===== src/rtl/fm_sweep_wb_master.sv =====
// Wishbone B4 pipelined initiator that programs an FM generator and sweeps
// its carrier frequency, reading the final carrier back for verification.
module fm_sweep_wb_master #(
    parameter int STEPS_W = 16,
    parameter int DWELL_W = 24,
    parameter int TIMEOUT = 255
) (
    input  logic               i_clk,
    input  logic               i_reset_n,
    input  logic               i_start,
    input  logic               i_abort,
    input  logic [31:0]        i_start_freq,
    input  logic [31:0]        i_step,
    input  logic [STEPS_W-1:0] i_num_steps,
    input  logic [DWELL_W-1:0] i_dwell,
    input  logic [31:0]        i_mod_freq,
    input  logic [31:0]        i_mod_dev,
    output logic               o_wb_cyc,
    output logic               o_wb_stb,
    output logic               o_wb_we,
    output logic [1:0]         o_wb_addr,
    output logic [31:0]        o_wb_data,
    input  logic               i_wb_ack,
    input  logic               i_wb_stall,
    input  logic [31:0]        i_wb_data,
    output logic               o_busy,
    output logic               o_done,
    output logic               o_err,
    output logic [STEPS_W-1:0] o_step_idx
);

    localparam int TW = $clog2(TIMEOUT + 1);
    localparam logic [TW-1:0] TMO_LAST = TW'(TIMEOUT - 1);

    typedef enum logic [2:0] {
        S_IDLE,
        S_WR_MOD,
        S_WR_DEV,
        S_WR_CAR,
        S_DWELL,
        S_RD_CAR,
        S_DONE,
        S_ERR
    } state_t;

    state_t             state_q, state_d;
    logic               cyc_q, cyc_d;
    logic               stb_q, stb_d;
    logic               we_q, we_d;
    logic [1:0]         addr_q, addr_d;
    logic [31:0]        data_q, data_d;
    logic               busy_q, busy_d;
    logic               done_q, done_d;
    logic               err_q, err_d;
    logic               abort_q, abort_d;
    logic [STEPS_W-1:0] step_idx_q, step_idx_d;
    logic [STEPS_W-1:0] idx_q, idx_d;
    logic [STEPS_W-1:0] last_q, last_d;
    logic [31:0]        cur_freq_q, cur_freq_d;
    logic [31:0]        step_q, step_d;
    logic [31:0]        mod_dev_q, mod_dev_d;
    logic [DWELL_W-1:0] dwell_q, dwell_d;
    logic [DWELL_W-1:0] dwell_cnt_q, dwell_cnt_d;
    logic [TW-1:0]      tmo_q, tmo_d;

    logic is_bus;
    logic ack_ok;
    logic tmo_hit;
    logic dwell_exit;
    logic abort_now;

    always_comb begin
        state_d     = state_q;
        cyc_d       = cyc_q;
        stb_d       = stb_q;
        we_d        = we_q;
        addr_d      = addr_q;
        data_d      = data_q;
        busy_d      = busy_q;
        done_d      = 1'b0;
        err_d       = err_q;
        step_idx_d  = step_idx_q;
        idx_d       = idx_q;
        last_d      = last_q;
        cur_freq_d  = cur_freq_q;
        step_d      = step_q;
        mod_dev_d   = mod_dev_q;
        dwell_d     = dwell_q;
        dwell_cnt_d = dwell_cnt_q;
        tmo_d       = tmo_q;
        ack_ok      = 1'b0;
        tmo_hit     = 1'b0;
        dwell_exit  = 1'b0;
        abort_now   = abort_q | i_abort;
        abort_d     = (state_q != S_IDLE) && abort_now;

        is_bus = (state_q == S_WR_MOD) || (state_q == S_WR_DEV) ||
                 (state_q == S_WR_CAR) || (state_q == S_RD_CAR);

        // Timeout runs only once the slave has taken the request.
        if (is_bus) begin
            if (stb_q) begin
                if (!i_wb_stall) begin
                    stb_d  = 1'b0;
                    tmo_d  = '0;
                    ack_ok = i_wb_ack;
                end
            end else if (i_wb_ack) begin
                ack_ok = 1'b1;
            end else if (tmo_q == TMO_LAST) begin
                tmo_hit = 1'b1;
            end else begin
                tmo_d = tmo_q + TW'(1);
            end
            if (ack_ok) begin
                cyc_d = 1'b0;
                stb_d = 1'b0;
            end
        end

        unique case (state_q)
            S_IDLE: begin
                if (i_start) begin
                    err_d       = 1'b0;
                    busy_d      = 1'b1;
                    step_d      = i_step;
                    mod_dev_d   = i_mod_dev;
                    dwell_d     = i_dwell;
                    cur_freq_d  = i_start_freq;
                    idx_d       = '0;
                    step_idx_d  = '0;
                    dwell_cnt_d = '0;
                    tmo_d       = '0;
                    last_d      = (i_num_steps == '0) ? '0
                                : i_num_steps - STEPS_W'(1);
                    cyc_d       = 1'b1;
                    stb_d       = 1'b1;
                    we_d        = 1'b1;
                    addr_d      = 2'd1;
                    data_d      = i_mod_freq;
                    state_d     = S_WR_MOD;
                end
            end
            S_WR_MOD: begin
                if (ack_ok) begin
                    if (abort_now) begin
                        busy_d  = 1'b0;
                        state_d = S_IDLE;
                    end else begin
                        cyc_d   = 1'b1;
                        stb_d   = 1'b1;
                        we_d    = 1'b1;
                        addr_d  = 2'd2;
                        data_d  = mod_dev_q;
                        state_d = S_WR_DEV;
                    end
                end
            end
            S_WR_DEV: begin
                if (ack_ok) begin
                    if (abort_now) begin
                        busy_d  = 1'b0;
                        state_d = S_IDLE;
                    end else begin
                        cyc_d   = 1'b1;
                        stb_d   = 1'b1;
                        we_d    = 1'b1;
                        addr_d  = 2'd0;
                        data_d  = cur_freq_q;
                        state_d = S_WR_CAR;
                    end
                end
            end
            S_WR_CAR: begin
                if (ack_ok) begin
                    step_idx_d  = idx_q;
                    dwell_cnt_d = '0;
                    if (dwell_q == '0) begin
                        dwell_exit = 1'b1;
                    end else begin
                        state_d = S_DWELL;
                    end
                end
            end
            S_DWELL: begin
                if (abort_now) begin
                    busy_d  = 1'b0;
                    state_d = S_IDLE;
                end else if (dwell_cnt_q == dwell_q - DWELL_W'(1)) begin
                    dwell_exit = 1'b1;
                end else begin
                    dwell_cnt_d = dwell_cnt_q + DWELL_W'(1);
                end
            end
            S_RD_CAR: begin
                if (ack_ok) begin
                    if (abort_now) begin
                        busy_d  = 1'b0;
                        state_d = S_IDLE;
                    end else if (i_wb_data != cur_freq_q) begin
                        err_d   = 1'b1;
                        state_d = S_ERR;
                    end else begin
                        done_d  = 1'b1;
                        state_d = S_DONE;
                    end
                end
            end
            S_DONE: begin
                busy_d  = 1'b0;
                state_d = S_IDLE;
            end
            S_ERR: begin
                busy_d  = 1'b0;
                state_d = S_IDLE;
            end
        endcase

        if (dwell_exit) begin
            if (abort_now) begin
                busy_d  = 1'b0;
                state_d = S_IDLE;
            end else if (idx_q == last_q) begin
                cyc_d   = 1'b1;
                stb_d   = 1'b1;
                we_d    = 1'b0;
                addr_d  = 2'd0;
                data_d  = '0;
                state_d = S_RD_CAR;
            end else begin
                cur_freq_d = cur_freq_q + step_q;
                idx_d      = idx_q + STEPS_W'(1);
                cyc_d      = 1'b1;
                stb_d      = 1'b1;
                we_d       = 1'b1;
                addr_d     = 2'd0;
                data_d     = cur_freq_q + step_q;
                state_d    = S_WR_CAR;
            end
        end

        if (tmo_hit) begin
            cyc_d   = 1'b0;
            stb_d   = 1'b0;
            err_d   = 1'b1;
            state_d = S_ERR;
        end
    end

    always_ff @(posedge i_clk or negedge i_reset_n) begin
        if (!i_reset_n) begin
            state_q     <= S_IDLE;
            cyc_q       <= 1'b0;
            stb_q       <= 1'b0;
            we_q        <= 1'b0;
            addr_q      <= '0;
            data_q      <= '0;
            busy_q      <= 1'b0;
            done_q      <= 1'b0;
            err_q       <= 1'b0;
            abort_q     <= 1'b0;
            step_idx_q  <= '0;
            idx_q       <= '0;
            last_q      <= '0;
            cur_freq_q  <= '0;
            step_q      <= '0;
            mod_dev_q   <= '0;
            dwell_q     <= '0;
            dwell_cnt_q <= '0;
            tmo_q       <= '0;
        end else begin
            state_q     <= state_d;
            cyc_q       <= cyc_d;
            stb_q       <= stb_d;
            we_q        <= we_d;
            addr_q      <= addr_d;
            data_q      <= data_d;
            busy_q      <= busy_d;
            done_q      <= done_d;
            err_q       <= err_d;
            abort_q     <= abort_d;
            step_idx_q  <= step_idx_d;
            idx_q       <= idx_d;
            last_q      <= last_d;
            cur_freq_q  <= cur_freq_d;
            step_q      <= step_d;
            mod_dev_q   <= mod_dev_d;
            dwell_q     <= dwell_d;
            dwell_cnt_q <= dwell_cnt_d;
            tmo_q       <= tmo_d;
        end
    end

    assign o_wb_cyc   = cyc_q;
    assign o_wb_stb   = stb_q;
    assign o_wb_we    = we_q;
    assign o_wb_addr  = addr_q;
    assign o_wb_data  = data_q;
    assign o_busy     = busy_q;
    assign o_done     = done_q;
    assign o_err      = err_q;
    assign o_step_idx = step_idx_q;

endmodule


===== config.mk =====
export PLATFORM = sky130hd
export DESIGN_NAME = fm_sweep_wb_master
export DESIGN_NICKNAME = d
export VERILOG_FILES = /design/src/rtl/fm_sweep_wb_master.sv
export SDC_FILE = /design/constraint.sdc
export NUM_CORES = 1
export LEC_CHECK = 0
export ABC_AREA = 0
export BUFFER_PORTS_ARGS = -buffer_cell sky130_fd_sc_hd__buf_2
export CAP_MARGIN = 40
export CORE_MARGIN = 4
export CORE_UTILIZATION = 42
export CTS_BUF_LIST = sky130_fd_sc_hd__clkbuf_8
export CTS_CLUSTER_DIAMETER = 150
export CTS_CLUSTER_SIZE = 8
export DETAILED_ROUTE_END_ITERATION = 16
export PLACE_DENSITY = 0.75
export SLEW_MARGIN = 25
export SYNTH_ARGS = -nofsm -noshare
export SYNTH_HDL_FRONTEND = slang
export SYNTH_SLANG_ARGS = --single-unit

===== constraint.sdc =====
create_clock -name i_clk -period 9.7 [get_ports i_clk]
set_input_delay 0.97 -clock i_clk [delete_from_list [all_inputs] [get_ports i_clk]]
set_output_delay 0.97 -clock i_clk [all_outputs]
set_load 0.03 [all_outputs]

==> flow_summary.ini <==
[die]
die_w_um = 195
start_util_pct = 42.6
dieArea_um2 = 38100
die_y_um = 195
ios = 262
rows = 68
coreArea_um2 = 34500

[timing]
rsz0062_at_grt = false
fin_crit_ns = 4.52
setup_ws_ns = 5.18
relSlewSlack_pct = 38.4
setup_tns_ns = 0
fin_crit_sh_pct = 46.6
finalHoldViolCount = 0
fmax_mhz = 221
finClkSkew_ns = 0.0374
worst_pin_slew_ns = 0.923
setup_violations = 0
drv_slew = 0

[global_routing]
grt_pass1_wl_mm = 76.2
grt_max_degree = 166
grt_pass1_vias = 13800
antenna_found_initial = 7
track_usage_pct = 24.8
grt.overflow.total = 0

[yosys]
syn_nets = 2000
synth_area_leaders = dfrtp_1 (42%), nand2_1 (12%), xnor2_1 (6.2%)
syn-cell-area_um2 = 14700
synthSimpleGateAreaFrac_pct = 24.8
syn_area_per_cell_um2 = 8.37
synth.top_cell.area_share_pct = 41.5
synthCells = 1756
synth_edf_count = 0
ys.warnings.count = 0
synth_top_cell_by_area = dfrtp_1
synth_top_family_by_area = simple AND/OR/NAND/NOR gates
synth_seq_cells = 244
async_flop_share_pct = 100
synth_xor_area_share_pct = 8.04
synth_ff_type = dfrtp_1
synth_compound_area_share_pct = 16.3
yosys.area_share.adder_pct = 3.29
ys_types = 74
muxShareOfSynthArea_pct = 2.13
yosysSeqAreaShare_pct = 41.5

[power_and_ir_drop]
p_int_uw = 2760
fin_total_pwr_uw = 5230
power.density_nw_per_um2 = 308
p_sw_uw = 2470
pwr-share-seq_pct = 34.5
p_leak_uw = 0.00804
power_frac_clock_pct = 14.4
switching_share_pct = 47.3
combPwrFrac_pct = 51.1
vdd_ir_drop_max_v = 0.000140

[drt]
post_drt_wl_per_cell_um = 20.2
drt_iter0_drc = 1121
vias = 14000
dr.pass1.iters = 8
met1_length_mm = 20.2
ant_nets = 0
routed_wl_mm = 49.2
routed-wl-met3_mm = 4.43
met2_length_mm = 22.8
highest_layer = met5
drcViolationCount = 0
vias_per_cell = 5.77

[finish]
layout_commonest_cell = nand2_1
drive_gt1_share_pct = 18.3
fin_util_pct = 49.3
areaGrowthSynthToFinish_pct = 15.8
final_cell_mix = nand2_1 (469), buf_2 (262), dfrtp_1 (244)
nets = 2219

[critical_path]
crit_path_max_incr_delay_ns = 0.57
critPathRequiredTime_ns = 10.17
cp_top_family = simple AND/OR/NAND/NOR gates
worst_setup_path_end_kind = register
r2r_slack_ns = 5.18
crit_chain = nor3_2 -> nand4_1 -> a2111oi_0 -> o211ai_1 -> and2_1 -> nor4_2 -> a31oi_1 -> nor3_2 -> buf_4 -> buf_4 -> nand2_1 -> o21ai_0
critical_path_class = register to register
crit_arrival_ns = 4.99
path_buf_inv = 2
path_max_fanout = 28
critPathSlowestCell = a2111oi_0
critPathLaunchType = register

[clocking]
cts_max_level = 2
clock-root-buffer = clkbuf_8
clock_tree.buffer_depth = 3
clock-sinks = 244
clock_latency_ns = 0.56
numCtsBuffers = 36
cts.clk_slew.worst_paths_ns = 0.06
cts_tree = done
postCtsSetupBuffers = 0
post_cts_resized = 0
hold_buffers = 0

[placed_design]
io_buffers = 261
dp_hpwl_mm = 35.9
pre_cts_ws_ns = 5.28
globalplace.congestion = 0.934

[run]
cap_viol_max_count = 0

[outcome]
status = finished clean

[hold_path]
hold_path.class = register to register
## cells by family (layout without fill, tap and decap cells)
kind of cell	after synthesis	count (layout)
mux	31	31
xor+xnor	135	135
simple gates	804	804
buf+inv	134	354
flops	244	244
fa+ha+maj	38	38
other cells	0	3
compound gates	370	370
## power by group through the flow
stage	Clock (µW)	Combinational, µW	Sequential (µW)
2_1_floorplan	0	1900	1750
3_3_place_gp	0	2560	1790
3_5_place_dp	0	2630	1810
4_1_cts	772	2650	1790
5_1_grt	811	2960	1840
6_report	755	2680	1800
## path summary, 6_finish.rpt
path                       cells past startpoint             end           start
setup / recovery                              12  cur_freq_q[12]      dwell_q[4]
hold / removal                                 2  o_step_idx[12]  o_step_idx[12]
setup reg to reg                              12  cur_freq_q[12]      dwell_q[4]
hold reg to reg                                2  o_step_idx[12]  o_step_idx[12]
max in group asynchronous                      3      step_q[18]       i_reset_n
min in group asynchronous                      1  o_step_idx[11]       i_reset_n
## routing by layer
layer / up-vias / global-route usage, %
met2: 667 / 40.3
met5: - / 0
met1: 6683 / 32.6
met4: 10 / 8.90
li1: 6556 / -
met3: 133 / 5.69
## registers in the layout, summed over array words and instances (netlist names)
signal / count
o_wb_cyc: 1
step_q: 32
o_err: 1
o_wb_we: 1
o_wb_addr: 2
dwell_q: 24
state_q: 3
last_q: 16
tmo_q: 8
cur_freq_q: 32
idx_q: 16
o_step_idx: 16
abort_q: 1
o_wb_data: 32
o_busy: 1
o_wb_stb: 1
o_done: 1
mod_dev_q: 32
dwell_cnt_q: 24
## cells in the mapped netlist (8+ instances only)
| master | n |
|---|---|
| and3_1 | 33 |
| nor2b_1 | 11 |
| nor3_1 | 31 |
| inv_1 | 33 |
| a211oi_1 | 8 |
| mux2i_1 | 29 |
| clkbuf_1 | 79 |
| or3_1 | 12 |
| xnor2_1 | 104 |
| o211ai_1 | 9 |
| nor4_1 | 22 |
| a31oi_1 | 15 |
| ha_1 | 37 |
| o22ai_1 | 18 |
| o21ai_0 | 107 |
| nor2_1 | 92 |
| nand4_1 | 27 |
| a222oi_1 | 18 |
| xor2_1 | 31 |
| nand2_1 | 470 |
| dfrtp_1 | 244 |
| a21o_1 | 11 |
| a22o_1 | 22 |
| a21oi_1 | 97 |
| nand3_1 | 52 |
## cell type report
type | instances | area (µm²)
Fill cell | 3438 | 17500
Inverter | 33 | 124
Clock buffer | 36 | 495
Multi-Input combinational cell | 1378 | 8080
Timing Repair Buffer | 282 | 1590
Tap cell | 455 | 569
Clock inverter | 3 | 46.3
Sequential cell | 244 | 6110
Antenna cell | 3 | 7.51
## tightest hold or removal path: stages (launching register included)
cell and delay, ns:
dfrtp_1 0.33, nand2_1 0.05, nand2_1 0.05
## per-stage QoR
step	cell area, µm²	instances	hold slack (ns)
after floorplan	14700	1756	0.440
after detailed placement	16400	2389	0.452
after global placement	16300	2382	0.449
final	17000	2434	0.459
after global routing	17000	2431	0.486
after CTS	17000	2428	0.466
Note: power is estimated with default switching activity, not from simulation.
